===== src/rtl/iob2axi_burst_gen.sv =====
// Splits a (dir, addr, beats) transfer into AXI bursts that respect MAX_BURST and 2^BOUNDARY_W crossings.
// run -> first cmd_valid 2 cycles, handshake -> next cmd_valid 2 cycles; cmd_valid held low while MAX_OUT bursts are open.
module iob2axi_burst_gen #(
  parameter int AXI_ADDR_W = 32,
  parameter int AXI_DATA_W = 32,
  parameter int AXI_LEN_W  = 8,
  parameter int LENGTH_W   = 16,
  parameter int MAX_BURST  = 256,
  parameter int BOUNDARY_W = 12,
  parameter int MAX_OUT    = 4
) (
  input  logic                  clk,
  input  logic                  rst_n,
  input  logic                  run,
  input  logic                  direction,
  input  logic [AXI_ADDR_W-1:0] addr,
  input  logic [LENGTH_W-1:0]   length,
  output logic                  ready,
  output logic                  error,
  output logic                  cmd_valid,
  input  logic                  cmd_ready,
  output logic                  cmd_dir,
  output logic [AXI_ADDR_W-1:0] cmd_addr,
  output logic [AXI_LEN_W-1:0]  cmd_len,
  output logic                  cmd_last,
  input  logic                  done_valid,
  input  logic [1:0]            done_resp
);

  localparam int BYTES = AXI_DATA_W / 8;
  localparam int OFFS  = $clog2(BYTES);
  localparam int OW    = $clog2(MAX_OUT + 1);
  localparam int BW0   = (LENGTH_W > BOUNDARY_W + 1) ? LENGTH_W : BOUNDARY_W + 1;
  localparam int BW    = (BW0 > AXI_LEN_W + 1) ? BW0 : AXI_LEN_W + 1;

  typedef enum logic [1:0] {S_IDLE, S_CALC, S_ISSUE, S_DRAIN} state_t;

  state_t                state_q, state_d;
  logic                  dir_q, dir_d;
  logic [AXI_ADDR_W-1:0] cur_addr_q, cur_addr_d;
  logic [LENGTH_W-1:0]   remaining_q, remaining_d;
  logic [OW-1:0]         out_q, out_d;
  logic                  error_q, error_d;
  logic [AXI_ADDR_W-1:0] cmd_addr_q, cmd_addr_d;
  logic [AXI_LEN_W-1:0]  cmd_len_q, cmd_len_d;
  logic                  cmd_last_q, cmd_last_d;
  logic [BW-1:0]         beats_q, beats_d;

  logic [BOUNDARY_W:0]   span;
  logic [BOUNDARY_W:0]   to_bnd;
  logic [BW-1:0]         rem_ext;
  logic [BW-1:0]         beats_c;
  logic                  bad_req;
  logic                  hs;
  logic                  dec;

  // A boundary-aligned address needs the extra bit to express a full 2^BOUNDARY_W span.
  assign span    = {1'b1, {BOUNDARY_W{1'b0}}} - {1'b0, cur_addr_q[BOUNDARY_W-1:0]};
  assign to_bnd  = span >> OFFS;
  assign rem_ext = BW'(remaining_q);

  always_comb begin
    beats_c = rem_ext;
    if (BW'(to_bnd) < beats_c)    beats_c = BW'(to_bnd);
    if (BW'(MAX_BURST) < beats_c) beats_c = BW'(MAX_BURST);
  end

  assign bad_req   = (length == '0) || ((addr & AXI_ADDR_W'(BYTES - 1)) != '0);
  assign cmd_valid = (state_q == S_ISSUE) && (out_q < OW'(MAX_OUT));
  assign hs        = cmd_valid && cmd_ready;
  assign dec       = done_valid && (out_q != '0);

  always_comb begin
    state_d     = state_q;
    dir_d       = dir_q;
    cur_addr_d  = cur_addr_q;
    remaining_d = remaining_q;
    error_d     = error_q;
    cmd_addr_d  = cmd_addr_q;
    cmd_len_d   = cmd_len_q;
    cmd_last_d  = cmd_last_q;
    beats_d     = beats_q;
    out_d       = out_q;

    case (state_q)
      S_IDLE: begin
        if (run) begin
          dir_d       = direction;
          cur_addr_d  = addr;
          remaining_d = length;
          error_d     = bad_req;
          if (!bad_req) state_d = S_CALC;
        end
      end
      S_CALC: begin
        cmd_addr_d = cur_addr_q;
        cmd_len_d  = AXI_LEN_W'(beats_c - BW'(1));
        cmd_last_d = (beats_c == rem_ext);
        beats_d    = beats_c;
        state_d    = S_ISSUE;
      end
      S_ISSUE: begin
        if (hs) begin
          cur_addr_d  = cur_addr_q + (AXI_ADDR_W'(beats_q) << OFFS);
          remaining_d = remaining_q - LENGTH_W'(beats_q);
          state_d     = cmd_last_q ? S_DRAIN : S_CALC;
        end
      end
      S_DRAIN: begin
        if (out_q == '0) state_d = S_IDLE;
      end
      default: state_d = S_IDLE;
    endcase

    // A completion with nothing outstanding is a protocol fault from the engine.
    if (done_valid && ((out_q == '0) || (done_resp != 2'b00))) error_d = 1'b1;

    case ({hs, dec})
      2'b10:   out_d = out_q + OW'(1);
      2'b01:   out_d = out_q - OW'(1);
      default: out_d = out_q;
    endcase
  end

  always_ff @(posedge clk or negedge rst_n) begin
    if (!rst_n) begin
      state_q     <= S_IDLE;
      dir_q       <= 1'b0;
      cur_addr_q  <= '0;
      remaining_q <= '0;
      out_q       <= '0;
      error_q     <= 1'b0;
      cmd_addr_q  <= '0;
      cmd_len_q   <= '0;
      cmd_last_q  <= 1'b0;
      beats_q     <= '0;
    end else begin
      state_q     <= state_d;
      dir_q       <= dir_d;
      cur_addr_q  <= cur_addr_d;
      remaining_q <= remaining_d;
      out_q       <= out_d;
      error_q     <= error_d;
      cmd_addr_q  <= cmd_addr_d;
      cmd_len_q   <= cmd_len_d;
      cmd_last_q  <= cmd_last_d;
      beats_q     <= beats_d;
    end
  end

  assign ready    = (state_q == S_IDLE);
  assign error    = error_q;
  assign cmd_dir  = dir_q;
  assign cmd_addr = cmd_addr_q;
  assign cmd_len  = cmd_len_q;
  assign cmd_last = cmd_last_q;

endmodule


===== config.mk =====
export PLATFORM = sky130hd
export DESIGN_NAME = iob2axi_burst_gen
export DESIGN_NICKNAME = d
export VERILOG_FILES = /design/src/rtl/iob2axi_burst_gen.sv
export SDC_FILE = /design/constraint.sdc
export NUM_CORES = 1
export LEC_CHECK = 0
export CORE_ASPECT_RATIO = 0.8
export CORE_MARGIN = 5
export CORE_UTILIZATION = 50
export DETAILED_ROUTE_END_ITERATION = 10
export PLACE_DENSITY_LB_ADDON = 0.2
export SYNTH_ARGS = -nofsm -noshare
export SYNTH_HDL_FRONTEND = slang
export SYNTH_SLANG_ARGS = --single-unit

===== constraint.sdc =====
create_clock -name clk -period 4.4 [get_ports clk]
set_input_delay 0.88 -clock clk [delete_from_list [all_inputs] [get_ports clk]]
set_output_delay 0.88 -clock clk [all_outputs]
set_load 0.01 [all_outputs]

Yosys cells after proc, flatten, opt, wreduce, memory -nomap -nowiden --
Cells that the tools add are included.
Word-level totals: bits of input ports 56, bits in registers 112
Operators by class: reduce and logical (&&, ||, !) cells 20, $add $sub $neg 6, $lt $le $gt $ge 3, equality and inequality tests 10, mux-type cells 18
Operators by type and width (count):
- $mux W16 | 4
- $mux W32 | 2
- $pmux W32 S2 | 1
- $add A32 B18 Y32 | 1
- $pmux W16 S2 | 1
- $reduce_bool A32 Y1 | 1
- $eq A16 B16 Y1 | 1
- $logic_not A16 Y1 | 1
- $lt A11 B16 Y1 | 1
- $lt A9 B16 Y1 const A | 1
- $sub A16 B16 Y16 | 1
- $sub A13 B12 Y13 const A | 1
- $mux W2 | 5
- $reduce_bool A2 Y1 | 5
- $ne A2 B2 Y1 const B | 4
- $pmux W2 S4 | 1
- $sub A8 B1 Y8 const B | 1
- $eq A2 B2 Y1 const B | 3
- $pmux W3 S2 | 1
- $eq A2 B1 Y1 const B | 2
- $logic_and A1 B1 Y1 | 4
- $reduce_and A2 Y1 | 2
- $reduce_and A4 Y1 | 1
- $add A3 B1 Y3 const B | 1
- 8 further kinds | 11

Logic depth before layout (Yosys ltp) --
depth after elaboration 6, mapped depth 17, depth with buffers taken out 15

Least setup slack after synthesis --
No wires, ideal clock.
path type register -> register, start register cur_addr_q[2], end register cmd_len_q[6], in the netlist cmd_len[6], cell stages (with the launch flop) 16, library setup time 0.131 ns, slack 0.801 ns, arrival 3.468 ns, cell sequence dfrtp_1 nor4_4 nand2_1 or3_1 xor2_1 ha_1 and4_1 a21oi_1 o211ai_1 o21ai_2 mux2i_1 or2_2 ha_1 nand3_1 xor2_1 o21ai_1
Between the ends: longest elaborated chain between the ends 6
Ends and longest elaborated chain:
- from (decl) | RTL line 40 | logic [AXI_ADDR_W-1:0] cur_addr_q, cur_addr_d;
- from (signal assigned) | RTL line 140 | cur_addr_q <= cur_addr_d;
- $sub A13 B12 Y13 (*) | RTL line 58 | assign span = {1'b1, {BOUNDARY_W{1'b0}}} - {1'b0, cur_addr_q[BOUNDARY_W-1:0]};
- $lt A11 B16 Y1 | RTL line 64 | if (BW'(to_bnd) < beats_c) beats_c = BW'(to_bnd);
- $mux W16 (*) | RTL line 64
- $lt A9 B16 Y1 | RTL line 65 | if (BW'(MAX_BURST) < beats_c) beats_c = BW'(MAX_BURST);
- $mux W16 (*) | RTL line 65
- $sub A8 B1 Y8 (*) | RTL line 97 | cmd_len_d = AXI_LEN_W'(beats_c - BW'(1));
- to (signal assigned) | RTL line 145 | cmd_len_q <= cmd_len_d;
- to (decl) | RTL line 45 | logic [AXI_LEN_W-1:0] cmd_len_q, cmd_len_d;
Mark *: on every way between the ends. The rest lies on a longest branch, timed or not. A chain may end at the register's enable or synchronous reset.

Worst setup path after layout --
Ends and elaborated chain as after synthesis.

==> impl_results.md <==
* Status: finished clean
* Worst hold path type: reg -> reg
* Synth Instances at just over 800
* Overall power at 6800 uW
* Clock Sinks at around 110
* Initial core utilization at 0.509
* Iter 0 DRT Violations at 611
* Post-Syn Area per Cell at 9.00 sq um
* Final worst path period need at slightly above 4 ns
* WP data required at 4.61 ns
* Residual DRC at 0
* WL final at 21500 microns
* Maximum clock frequency at between 0.2 and 0.25 GHz
* Post-synth EDFFs at 0
* Maximum clock path buffer count at 2
* Root buf cell: clkbuf_16
* Congestion Overflow GR at 0
* Vias in the first global route at 6437
* All-layer global routing usage at 0.256
* Setup Total Neg Slack at 0 ns
* Area Growth Syn to Fin at 20.5%
* Most frequent cells in the layout: dfrtp_1 (112), clkdlybuf4s50_1 (99), a21oi_1 (70)
* Synth unique cells at 70
* Worst R2R End: cmd_len[6]
* Main flop type after synthesis: dfrtp_1
* Largest net degree at the start of global routing at 77
* RD Place Congestion at around 0.93
* Slew headroom at 0.282
* Area of the core at 14200 sq um
* IO buf count at 100
* Post-synthesis net count at between 900 and 1000
* Die Wd at between 100 and 150 microns
* Post-Place Cell Area at ~8400 sq um
* Worst-path clk slew at 0.08 ns
* Worst Max-Slew Pin Slew at roughly 1.1 ns
* Ant diodes at 0
* Period utilisation layout at 0.923
* Total CTS buffers at 9
* Final Setup Violations at 0
* Initial antenna violation count at 0
* Number of max-cap violations at 0
* DR vias at approximately 6600
* Internal reg-to-reg setup slack at about 0.34 ns
* Leak pwr at approximately 0.0038 uW
* Total Nets Final at 994
* DRT Pass-1 Iters at 5
* Classification of the worst setup path: reg -> reg
* Max H-tree Level at 3
* Layout Skew at 0.0126 ns
* Worst Setup EP: cmd_len[6]
* Slew Limit Fails at 0
* Synth warnings at 0
* Flop pwr share at 0.291
* Crit start category: register
* Crit path from: cur_addr_q[2]
* Pwr dens at 778 nW/um^2
* Final hold vios at 0
* Rows at 39
* Worst-path maximum fanout at 10
* Layout cells sized above 1 at 0.0858
* Worst EP arrival at between 4 and 5 ns
* Die span in y at 118 microns
* Latest clock arrival within the worst-skew pair at 0.37 ns
* Routed WL per cell at 19.9 microns
* First-pass GRT wire length at ~35000 microns
* R2R cell count at 15
* Clk network pwr share at 0.120
* Sequential fraction of the synthesis area at 0.386
* # IOs at slightly above 100
* Detail Route Antenna Nets at 0
* Commonest non-fill, non-tap cell in the layout: dfrtp_1
* Comb power frac at 0.589
* RSZ-0062 raised after global routing: no
* Detail Placement HPWL at around 16000 microns
* NetSw at 3130 uW
* RR Startpoint: cur_addr_q[2]
* Cell Area, Synth at 7260 sq um
* TritonCTS clock tree: yes
* VDD IR max at 0.000355 V
* Design Area, Final at 8740 sq um
* FFs w/ async S/R, synth at 1.00
* Net Sw Frac at 0.460
* FF+latch count, synth at 112
* Internal power contribution at 3670 uW
* Die area at 17000 sq um
* Via density at 6.07
* Worst Setup End Kind: register
cell families after synthesis:
logic type,after synthesis,synth area share
XOR/XNOR,26,0.0314
adder cells (fa/ha/maj),46,0.0824
buffers and inverters,82,0.0440
flip-flops,112,0.386
AO/OA/AOI/OAI,246,0.226
multiplexers,35,0.0534
AND/OR/NAND/NOR,259,0.177
layer usage:
| metal | up-vias | part of all wire | GRT usage |
|---|---|---|---|
| met5 | - | 0 | 0 |
| met4 | 0 | 0.015 | 0.0670 |
| met3 | 22 | 0.075 | 0.0455 |
| met2 | 268 | 0.44 | 0.374 |
| met1 | 3162 | 0.47 | 0.389 |
| li1 | 3107 | - | - |
critical path: stages (launching register included):
cell and delay (ns):
dfrtp_1 0.48, nor4_4 0.40, nand2_1 0.22, or3_1 0.37, xor2_1 0.17, ha_1 0.29, and4_1 0.23, a21oi_1 0.08
o211ai_1 0.29, o211a_1 0.50, o2bb2ai_1 0.23, inv_1 0.08, ha_1 0.25, nand3_1 0.11, xor2_1 0.15, o21ai_1 0.07
power groups by stage:
| stage | clock network (uW) | registers (uW) | logic [uW] |
|---|---|---|---|
| 6_report | 817 | 1980 | 4010 |
| 3_5_place_dp | 0 | 1980 | 3940 |
| 3_3_place_gp | 0 | 1960 | 3850 |
| 4_1_cts | 840 | 1970 | 3980 |
| 5_1_grt | 873 | 2040 | 4430 |
| 2_1_floorplan | 0 | 1920 | 2650 |
through the flow:
stage / instances / hold slack [ns] / utilization / worst slack, ns
floorplan: 806 / 0.460 / - / 0.801
global placement: 1063 / 0.464 / 0.592 / 0.455
detailed placement: 1063 / 0.468 / 0.592 / 0.345
CTS: 1079 / 0.490 / 0.612 / 0.296
global route: 1081 / 0.511 / 0.614 / 0.00639
finish: 1081 / 0.485 / 0.614 / 0.339
Yosys cell counts (6+ instances only):
master,number,share of area
a211oi_1,13,0.013
a21o_1,7,0.0072
a21oi_1,71,0.049
a22oi_1,8,0.0083
a31oi_1,11,0.0095
and2_1,11,0.0095
and3_1,9,0.0078
buf_1,6,0.0031
clkbuf_1,30,0.016
dfrtp_1,112,0.39
ha_1,43,0.074
inv_1,42,0.022
mux2_2,30,0.047
nand2_1,67,0.035
nand2b_1,10,0.0086
nand3_1,21,0.014
nand4_1,8,0.0069
nor2_1,66,0.034
nor2b_1,12,0.010
nor3_1,23,0.016
nor4_1,6,0.0052
o211ai_1,6,0.0062
o21a_1,12,0.012
o21ai_0,48,0.033
o21ai_1,7,0.0048
o22ai_1,9,0.0078
or3_1,7,0.0060
xnor2_1,12,0.014
xor2_1,14,0.017
what timing repair did:
item	4_1_cts	5_1_grt
endpoints found under the setup margin	0	3
hold buffers	0	0
hold endpoints to repair	0	0
gates resized for setup	0	1
buffers inserted	0	2
how the worst min path moves through the flow:
stage,startpoint,endpoint,slack [ns],depth (start not counted)
2_1_floorplan,cur_addr_q[30],cur_addr_q[30],0.46,1
6_report,cmd_addr[3],cmd_addr[3],0.48,2
5_1_grt,cmd_addr[3],cmd_addr[3],0.51,2
4_1_cts,cmd_addr[3],cmd_addr[3],0.49,2
3_3_place_gp,cmd_dir,cmd_dir,0.46,2
3_5_place_dp,cmd_dir,cmd_dir,0.47,2
sequential cells by signal, summed over array words and instances (netlist names):
register / flops
beats_q: 16
cmd_addr: 32
cmd_dir: 1
cmd_last: 1
cmd_len: 8
cur_addr_q: 32
error: 1
out_q: 3
rem_ext: 16
state_q: 2
cell type report:
class	count	area, sq um
clock buffers	11	243
clock inverters	5	41.3
fillers	1190	5500
inverters	42	158
multi-input cells	612	4160
flip-flops and latches	112	2800
well taps	184	230
repair buffers	115	1110
No activity file was read; power rests on OpenSTA's default activity.
==> edit, RTL diff (same settings) <==
Set the parameter `AXI_LEN_W` to 4 (it was 8).
--- a/src/rtl/iob2axi_burst_gen.sv
+++ b/src/rtl/iob2axi_burst_gen.sv
@@ -3,7 +3,7 @@
 module iob2axi_burst_gen #(
   parameter int AXI_ADDR_W = 32,
   parameter int AXI_DATA_W = 32,
-  parameter int AXI_LEN_W  = 8,
+  parameter int AXI_LEN_W  = 4,
   parameter int LENGTH_W   = 16,
   parameter int MAX_BURST  = 256,
   parameter int BOUNDARY_W = 12,
Interface: changed (resized cmd_len); port bits go from 101 to 97. No check against the original RTL was run, so the function may have changed too.
==> edit against the original RTL <==
The run now ends with negative setup slack left. Worst setup slack got worse by 0.36 ns. Non-clock buffer count increased by 16. Synthesized cell count increased by 2.2%. Sequential cell count decreased by 4. Maximum frequency decreased by 8.2%. Area after synthesis decreased by 5.8%. Routed wire length decreased by 5.0%. Power decreased by 4.0%. Cell area decreased by 2.2%. Cell count increased by 3.5%.
==> edit: results (changes against the original RTL) <==
| Metric | Value |
|---|---|
| Worst VDD drop | 0.522 mV (+47%) |
| Worst EP arrival | 4.65 ns (+0.38 ns) |
| Detailed Place HPWL | 14800 microns (-5.9%) |
| Met1 wire length | 9770 microns (-2.8%) |
| Critical-path cell with the highest stage delay | or4_4 |
| Status | finished with violations |
| Cell Count Post-Placement | 1103 (+3.8%) |
| Yosys cell types | 65 (-7.1%) |
| Sw frac | 0.448 (-0.0118) |
| Synth Instances | 824 (+2.2%) |
| Detailed Route Iter0 Violations | 409 (-33%) |
| Failing checks | negative setup slack |
| Total number of vias | 6449 (-1.7%) |
| Syn Nets | 926 (+2.0%) |
| Fin worst setup slack | -0.0250 ns (-0.364 ns) |
| First-pass GRT wire length | 32800 microns (-4.8%) |
| Share of cells above drive strength 1 | 0.0937 (+0.00788) |
| Pre-CTS worst setup slack | -0.144 ns (-0.489 ns) |
| Worst slew pin tran | 0.889 ns (-0.185 ns) |
| GRT Total Usage | 0.258 (+0.00251) |
| Met2 WL | 9050 microns (-4.6%) |
| Via-per-instance ratio | 5.76 (-5.0%) |
| Worst setup path class | reg2reg |
| Post-DR wirelength/cell | 18.2 microns (-8.2%) |
| Vias in the first global route | 6316 (-1.9%) |
| R2r startpoint | cur_addr_q[3] |
| I/O Buffers | 96 (-4.0%) |
| Max FO, Critical Path | 6 (-4) |
| Synth area leaders | dfrtp_1 40%, nand2_1 8.6%, ha_1 7.9% |
| CP max stage delay | 0.54 ns (+0.04 ns) |
| Post-synth top cells | 157 x nand2_1, 108 x dfrtp_1, 80 x nor2_1 |
| Register area share after synthesis | 0.395 (+0.00904) |
| Clk_skew | 0.00540 ns (-0.00715 ns) |
| Placer Congestion | 0.944 (+1.4%) |
| Setup Viol. Count Final | 1 (+1) |
| Nets | 1036 (+4.2%) |
| Leakage power | 3.85 nW (+2.5%) |
| Largest net degree at the start of global routing | 56 (-27%) |
| Hold WC Path Type | in2async |
edit: changes by cell type after synthesis, moves of 5 or more:
cell	delta
nor2_1	+14
o21a_1	-7
mux2_2	-29
a31oi_1	+6
o21ai_1	-6
a21oi_1	-8
nand3_1	-7
o21bai_1	+5
and2_1	-9
a22oi_1	-6
xnor2_1	+7
nand2_1	+90
edit: per-stage QoR:
stage / utilization / TNS (ns) / hold WS [ns] / power (mW)
after floorplan: - / -0.0518 / 0.454 / 4.21
after global placement: 0.605 / -0.155 / 0.456 / 5.46
after CTS: 0.630 / 0 / 0.455 / 6.48
final: 0.633 / -0.0250 / 0.443 / 6.53
after global routing: 0.633 / -0.430 / 0.476 / 7.07
after detailed placement: 0.605 / -0.230 / 0.463 / 5.54
edit: cell type report:
cell class	instances	area, sq um
inverters	40	150
flip-flops and latches	108	2700
well taps	180	225
clock inverters	6	71.3
multi-input cells	644	3940
fillers	1183	4950
clock buffers	10	239
repair buffers	131	1220
edit: final timing paths:
check | to | slack (ns) | cells after the start
worst max-delay path | cmd_len[2] | -0.03 | 18
worst min-delay path | rem_ext[1] | 0.44 | 1
worst max register to register | cmd_len[2] | -0.03 | 18
worst min register to register | cmd_addr[28] | 0.47 | 2
max in group asynchronous | cmd_len[3] | 3.02 | 2
min in group clk | cmd_addr[28] | 0.47 | 2
edit: cell families (layout without fill, tap and decap cells):
group	Yosys count	after routing	synth area share
buf+inv	72	187	0.0423
fa+ha+maj	46	46	0.0875
xor+xnor	33	33	0.0423
mux	5	5	0.00750
compound gates	218	218	0.199
flops	108	108	0.395
simple gates	342	342	0.226
edit: power by group through the flow:
| stage | combinational (mW) | clock, mW | sequential, mW |
|---|---|---|---|
| 3_5_place_dp | 3.71 | 0 | 1.84 |
| 3_3_place_gp | 3.63 | 0 | 1.83 |
| 2_1_floorplan | 2.37 | 0 | 1.83 |
| 5_1_grt | 4.25 | 0.920 | 1.90 |
| 6_report | 3.84 | 0.864 | 1.83 |
| 4_1_cts | 3.77 | 0.880 | 1.83 |
edit: worst reg2reg max path, stage by stage (launching register included):
cell	delay, ns
dfrtp_1	0.38
or4_4	0.54
or3_4	0.35
or3_4	0.35
or3_4	0.38
nor3_4	0.14
nor2_1	0.07
ha_1	0.29
a21o_1	0.15
a31oi_1	0.05
a21oi_1	0.16
a31o_2	0.24
nand2_4	0.09
buf_6	0.16
o31a_1	0.29
or2_4	0.28
ha_4	0.17
xnor2_2	0.15
o21ai_1	0.07
edit: what timing repair did:
action	4_1_cts	5_1_grt
gates resized for setup	7	9
pin swaps	2	4
endpoints found under the setup margin	4	11
cloned	0	0
edit: metal layers:
layer  vias up  track usage
li1       3100            -
met1      3132        0.371
met2       187        0.396
met3        30       0.0463
met4         0       0.0859
met5         -            0
